$ cat src/rtl/mempool_rob_if.sv
// Core-side request/response bundle for the reorder buffer.
// Carries the ID request handshake, bank responses, in-order release and status.
// slave: the reorder buffer; master: the core/interconnect side driving it.
interface mempool_rob_if #(
  parameter int unsigned DataWidth = 32,
  parameter int unsigned IdWidth   = 3
);
  // request / ID grant
  logic                 req_valid_i;
  logic                 req_ready_o;
  logic [IdWidth-1:0]   req_id_o;
  // bank response (always consumed)
  logic                 resp_valid_i;
  logic [IdWidth-1:0]   resp_id_i;
  logic [DataWidth-1:0] resp_data_i;
  // in-order release to the core
  logic                 rsp_valid_o;
  logic [DataWidth-1:0] rsp_data_o;
  logic                 rsp_ready_i;
  // status
  logic [IdWidth:0]     outstanding_o;
  logic                 full_o;
  logic                 empty_o;
  logic                 err_o;

  modport slave (
    input  req_valid_i, resp_valid_i, resp_id_i, resp_data_i, rsp_ready_i,
    output req_ready_o, req_id_o, rsp_valid_o, rsp_data_o,
           outstanding_o, full_o, empty_o, err_o
  );

  modport master (
    output req_valid_i, resp_valid_i, resp_id_i, resp_data_i, rsp_ready_i,
    input  req_ready_o, req_id_o, rsp_valid_o, rsp_data_o,
           outstanding_o, full_o, empty_o, err_o
  );
endinterface

$ cat src/rtl/mempool_rob.sv
// Response reorder buffer: tags each request with an ID, stores out-of-order
// bank responses by ID and releases them in allocation order.
// Latency: response to head slot in cycle N is visible on rsp_valid_o in N+1.
// Backpressure: req_ready_o drops when all NumIds slots are outstanding;
// rsp_valid_o/rsp_data_o hold until rsp_ready_i; responses are never stalled.
// Ports: clk_i, rst_i (sync, active-high), rob (mempool_rob_if.slave).
module mempool_rob #(
  parameter int unsigned DataWidth = 32,
  parameter int unsigned NumIds    = 8,
  parameter int unsigned IdWidth   = $clog2(NumIds)
) (
  input  logic         clk_i,
  input  logic         rst_i,
  mempool_rob_if.slave rob
);

  typedef logic [IdWidth:0]   ptr_t;
  typedef logic [IdWidth-1:0] id_t;

  localparam ptr_t PtrOne = ptr_t'(1);

  // pointers carry an extra wrap bit to tell full from empty
  ptr_t                 alloc_ptr;
  ptr_t                 head_ptr;
  logic [NumIds-1:0]    alloc_q;
  logic [NumIds-1:0]    done_q;
  logic [DataWidth-1:0] mem_q [NumIds];
  logic                 err_q;

  id_t  alloc_idx;
  id_t  head_idx;
  logic full;
  logic empty;
  logic alloc_fire;
  logic rel_fire;
  logic resp_ok;

  assign alloc_idx = alloc_ptr[IdWidth-1:0];
  assign head_idx  = head_ptr[IdWidth-1:0];

  assign full  = (alloc_idx == head_idx) && (alloc_ptr[IdWidth] != head_ptr[IdWidth]);
  assign empty = (alloc_ptr == head_ptr);

  // full is purely state-derived, so a slot freed this cycle is only
  // reusable from the next cycle on
  assign alloc_fire = rob.req_valid_i && !full;
  assign rel_fire   = done_q[head_idx] && rob.rsp_ready_i;

  // a response is accepted only for an allocated, not-yet-answered slot;
  // this also rejects a response to the head in its release cycle
  assign resp_ok = rob.resp_valid_i && alloc_q[rob.resp_id_i] && !done_q[rob.resp_id_i];

  always_ff @(posedge clk_i) begin
    if (rst_i) begin
      alloc_ptr <= '0;
      head_ptr  <= '0;
      alloc_q   <= '0;
      done_q    <= '0;
      err_q     <= 1'b0;
    end else begin
      // allocate, release and response always touch distinct slots
      if (alloc_fire) begin
        alloc_q[alloc_idx] <= 1'b1;
        alloc_ptr          <= alloc_ptr + PtrOne;
      end
      if (rel_fire) begin
        alloc_q[head_idx] <= 1'b0;
        done_q[head_idx]  <= 1'b0;
        head_ptr          <= head_ptr + PtrOne;
      end
      if (resp_ok) begin
        done_q[rob.resp_id_i] <= 1'b1;
      end
      err_q <= rob.resp_valid_i && !resp_ok;
    end
  end

  // payload storage is not reset; validity is tracked by done_q
  always_ff @(posedge clk_i) begin
    if (resp_ok) begin
      mem_q[rob.resp_id_i] <= rob.resp_data_i;
    end
  end

  assign rob.req_ready_o   = !full;
  assign rob.req_id_o      = alloc_idx;
  assign rob.rsp_valid_o   = done_q[head_idx];
  assign rob.rsp_data_o    = mem_q[head_idx];
  assign rob.outstanding_o = alloc_ptr - head_ptr;
  assign rob.full_o        = full;
  assign rob.empty_o       = empty;
  assign rob.err_o         = err_q;

endmodule

$ cat src/flat_wrapper.sv
// flat-port wrapper written by rule: the top's interface ports become plain ports
module mempool_rob_flat 
#(
  parameter int unsigned DataWidth = 32,
  parameter int unsigned NumIds    = 8,
  parameter int unsigned IdWidth   = $clog2(NumIds)
)
  (clk_i, rst_i, rob_req_valid_i, rob_resp_valid_i, rob_resp_id_i, rob_resp_data_i, rob_rsp_ready_i, rob_req_ready_o, rob_req_id_o, rob_rsp_valid_o, rob_rsp_data_o, rob_outstanding_o, rob_full_o, rob_empty_o, rob_err_o);
  mempool_rob_if #(.DataWidth(DataWidth), .IdWidth(IdWidth)) rob_i ();
  input  logic clk_i;
  input  logic rst_i;
  input wire logic [$bits(rob_i.req_valid_i)-1:0] rob_req_valid_i;
  input wire logic [$bits(rob_i.resp_valid_i)-1:0] rob_resp_valid_i;
  input wire logic [$bits(rob_i.resp_id_i)-1:0] rob_resp_id_i;
  input wire logic [$bits(rob_i.resp_data_i)-1:0] rob_resp_data_i;
  input wire logic [$bits(rob_i.rsp_ready_i)-1:0] rob_rsp_ready_i;
  output wire logic [$bits(rob_i.req_ready_o)-1:0] rob_req_ready_o;
  output wire logic [$bits(rob_i.req_id_o)-1:0] rob_req_id_o;
  output wire logic [$bits(rob_i.rsp_valid_o)-1:0] rob_rsp_valid_o;
  output wire logic [$bits(rob_i.rsp_data_o)-1:0] rob_rsp_data_o;
  output wire logic [$bits(rob_i.outstanding_o)-1:0] rob_outstanding_o;
  output wire logic [$bits(rob_i.full_o)-1:0] rob_full_o;
  output wire logic [$bits(rob_i.empty_o)-1:0] rob_empty_o;
  output wire logic [$bits(rob_i.err_o)-1:0] rob_err_o;
  assign rob_i.req_valid_i = rob_req_valid_i;
  assign rob_i.resp_valid_i = rob_resp_valid_i;
  assign rob_i.resp_id_i = rob_resp_id_i;
  assign rob_i.resp_data_i = rob_resp_data_i;
  assign rob_i.rsp_ready_i = rob_rsp_ready_i;
  assign rob_req_ready_o = rob_i.req_ready_o;
  assign rob_req_id_o = rob_i.req_id_o;
  assign rob_rsp_valid_o = rob_i.rsp_valid_o;
  assign rob_rsp_data_o = rob_i.rsp_data_o;
  assign rob_outstanding_o = rob_i.outstanding_o;
  assign rob_full_o = rob_i.full_o;
  assign rob_empty_o = rob_i.empty_o;
  assign rob_err_o = rob_i.err_o;
  mempool_rob #(.DataWidth(DataWidth), .NumIds(NumIds), .IdWidth(IdWidth)) u_core (.clk_i(clk_i), .rst_i(rst_i), .rob(rob_i));
endmodule
$ cat config.mk
export PLATFORM = sky130hd
export DESIGN_NAME = mempool_rob_flat
export DESIGN_NICKNAME = d
export VERILOG_FILES = /design/src/rtl/mempool_rob_if.sv /design/src/rtl/mempool_rob.sv /design/src/flat_wrapper.sv
export SDC_FILE = /design/constraint.sdc
export NUM_CORES = 1
export LEC_CHECK = 0
export BUFFER_PORTS_ARGS = -buffer_cell sky130_fd_sc_hd__buf_2
export CAP_MARGIN = 20
export CORE_ASPECT_RATIO = 1.5
export CORE_UTILIZATION = 30
export DETAILED_ROUTE_END_ITERATION = 8
export GPL_TIMING_DRIVEN = 1
export SYNTH_ARGS = -nofsm -noshare
export SYNTH_HDL_FRONTEND = slang
export SYNTH_SLANG_ARGS = --single-unit
$ cat constraint.sdc
create_clock -name clk_i -period 2.7 [get_ports clk_i]
set_input_delay 0.135 -clock clk_i [delete_from_list [all_inputs] [get_ports clk_i]]
set_output_delay 0.135 -clock clk_i [all_outputs]
set_load 0.1 [all_outputs]
==> flow_metrics.tcl <==
set metrics [dict create \
    status "completed" \
    period_share_pct 95.54 \
    hold-worst-slack_ns 0.02590 \
    start_util_pct 30.47 \
    die_h_microns 238.5 \
    required_ns 2.57 \
    hpwl_mm 14.21 \
    synthesis.nets 590 \
    vias_per_cell 4.658 \
    async_reset_ff_share_pct 0 \
    finalHoldViolations 0 \
    power_mw 8.902 \
    portBuffers 83 \
    dp_slack_ns 0.4799 \
    synth_xor_area_share_pct 0.6266 \
    syn2layout_area_growth_pct 21.33 \
    setup_violations 0 \
    synth_edf_count 256 \
    clk_pin_slew_ns 0.07 \
    fp.dieW_microns 159.6 \
    synth-adder-area-share_pct 0.7385 \
    layout.nets 729 \
    setup.worst_path.start_class "register" \
    cts_buffers 25 \
    grt_remaining_overflow 0 \
    yosysUniqueCellTypes 46 \
    critical_path_peak_fanout 11 \
    crit_arrival_ns 2.44 \
    root_buffer "clkbuf_16" \
    cts_sinks 284 \
    grt_pass1_vias 5922 \
    maxSlewViolCount 0 \
    antenna_found_initial 1 \
    htreeDepth 1 \
    fin_crit_ns 2.580 \
    io_pins 84 \
    pwr_density_cell_nw_per_um2 656.2 \
    synth_top_family_by_area "multiplexers" \
    wl_per_cell_microns 19.11 \
    grt_pass1_wl_mm 34.39 \
    vdd_drop_max_uv 356.3 \
    grt_max_degree 33 \
    synth_area_per_cell_sq_um 20.56 \
    routed-via-count 5511 \
    clock_path_buffers 3 \
    ys_seq_elements 284 \
    detail_route.first_pass.iterations 5 \
    cts_tree "yes" \
    synth_ff_type "edfxtp_1" \
    p_leak_nw 4.410 \
    drtAntennaViolNets 0 \
    setup_tns_ns 0 \
    fin_ws_ns 0.1204 \
    drive_above_1_share_pct 36.91 \
    synthCells 544 \
    fmax_mhz 387.7 \
    gp_congestion 0.7372 \
    syn_area_sq_um 11180 \
    hp-class "in -> reg" \
    critical_path_class "reg -> out" \
    synthMuxAreaShare_pct 17.65 \
    wirelength_mm 22.61 \
    initialDrtViolationCount 434 \
    rsz0062_at_grt "no" \
    clk_latency_ns 0.52 \
    end_kind "output port" \
    finalNonFillerCells 1183 \
    maxCapViolations 0 \
    fillers 3332 \
    die_area_sq_um 38070 \
    synth-warning-count 0 \
    worst_slew_pin_slew_ns 0.6690 \
    grt_usage_pct 11.88 \
    coreArea_sq_um 36690 \
    fp-row-count 86 \
    num_antenna_cells 0 \
    yosysSeqAreaShare_pct 73.76 \
    synth-simple-area-share_pct 2.674 \
    dpl.cell_count 1101 \
    timing.slew.headroom_pct 55.40 \
    drc_errors 0 \
    synth-compound-area-share_pct 2.596 \
    skew_ns 0.01122 \
]
## routing by layer
| layer | track usage (%) | part of all wire, % |
|---|---|---|
| met1 | 13.45 | 39 |
| met2 | 22.76 | 56 |
| met3 | 1.512 | 3.4 |
| met4 | 3.963 | 1.9 |
| met5 | 0 | 0.044 |
## path summary, 6_finish.rpt
kind / from / endpoint / slack (ns) / depth (start not counted)
hold / removal: rst_i / u_core.head_ptr[3]$_SDFFE_PP0N_ / 0.03 / 2
hold reg to reg: u_core.alloc_q[7]$_SDFF_PP0_ / u_core.alloc_q[7]$_SDFF_PP0_ / 0.47 / 2
setup / recovery: u_core.head_ptr[1]$_SDFFE_PP0N_ / rob_rsp_valid_o / 0.12 / 5
setup reg to reg: u_core.done_q[2]$_SDFF_PP0_ / u_core.mem_q[0][26]$_DFFE_PP_ / 0.54 / 5
## registers in the layout, indices dropped and copies added (netlist names), named ones only
signal,cells
u_core.mem_q,256
u_core.done_q,8
u_core.rob.err_o,1
u_core.alloc_ptr,4
u_core.head_ptr,4
u_core.alloc_q,8
## cells in the mapped netlist, types with 2 or more instances
cell type / number / area, sq um
a32o_1: 8 / 80.08
a31oi_1: 11 / 68.82
xor2_1: 4 / 35.03
mux2i_1: 10 / 100.1
clkbuf_1: 12 / 45.04
and3_1: 5 / 31.28
xnor2_1: 4 / 35.03
nor2b_1: 13 / 81.33
nor3b_1: 2 / 15.01
and3b_1: 4 / 35.03
edfxtp_1: 256 / 7687
a21oi_1: 9 / 45.04
mux2_2: 32 / 360.4
mux4_2: 66 / 1486
a22oi_1: 2 / 15.01
buf_4: 4 / 30.03
inv_1: 14 / 52.55
a211oi_1: 2 / 15.01
or3_1: 2 / 12.51
nand2_1: 3 / 11.26
buf_2: 10 / 50.05
ha_1: 5 / 62.56
nor2_1: 14 / 52.55
o21ai_0: 3 / 15.01
dfxtp_1: 28 / 560.5
## layout make-up
type | count | area (sq um) | area share (%)
flip-flops and latches | 284 | 8257 | 60.86
multi-input cells | 216 | 2743 | 20.22
clock buffers | 28 | 636.9 | 4.694
clock inverters | 15 | 178.9 | 1.319
repair buffers | 142 | 1094 | 8.060
well taps | 484 | 605.6 | 4.464
inverters | 14 | 52.55 | 0.3873
## kinds of logic after synthesis
logic type | after synthesis
flops | 284
mux | 109
simple gates | 52
buf+inv | 44
compound gates | 41
xor+xnor | 8
fa+ha+maj | 6
## report_power, final
group / switching [mW] / internal, mW
clock: 1.49 / 2.08
combinational: 0.326 / 0.146
sequential: 0.0232 / 4.84
total: 1.84 / 7.06
## stage by stage
step                cell area, sq um  utilization [%]
floorplan                      11200                -
global placement               12360            33.69
detailed placement             12360            33.69
CTS                            13530            36.89
global route                   13570            36.97
finish                         13570            36.97
## worst max-delay path: stages (launching register included)
cell     delay, ns
dfxtp_1       0.60
buf_4         0.21
mux2i_1       0.08
mux4_2        0.53
inv_1         0.09
buf_2         0.42
## layout by cell type, fill, tap and decap left out, types with 3 or more instances in the layout
cell type      synthesis  routed
buf_2                 10      82
buf_4                  4      13
xor2_1                 4       4
mux2i_1               10      10
nor2b_1               13      13
dlygate4sd3_1          0      35
o21ai_0                3       3
clkbuf_16              0      25
dfxtp_1               28      25
inv_1                 14      14
a21oi_1                9       9
clkinv_2               0       7
buf_12                 0      10
clkbuf_1              12       3
a31oi_1               11      11
nand2_1                3       3
and3b_2                0       4
mux4_2                66      66
and3_2                 0       4
bufinv_16              0       4
nor2_1                14      13
mux2_2                32      32
edfxtp_1             256     256
a32o_1                 8       8
ha_1                   5       5
## what timing repair did
action / CTS / global route
gates resized for setup: 1 / 1
hold endpoints to repair: 261 / 0
hold buffers: 35 / 0
setup buffers: 0 / 4
setup endpoints to repair: 1 / 29
(Power assumes the default switching activity.)
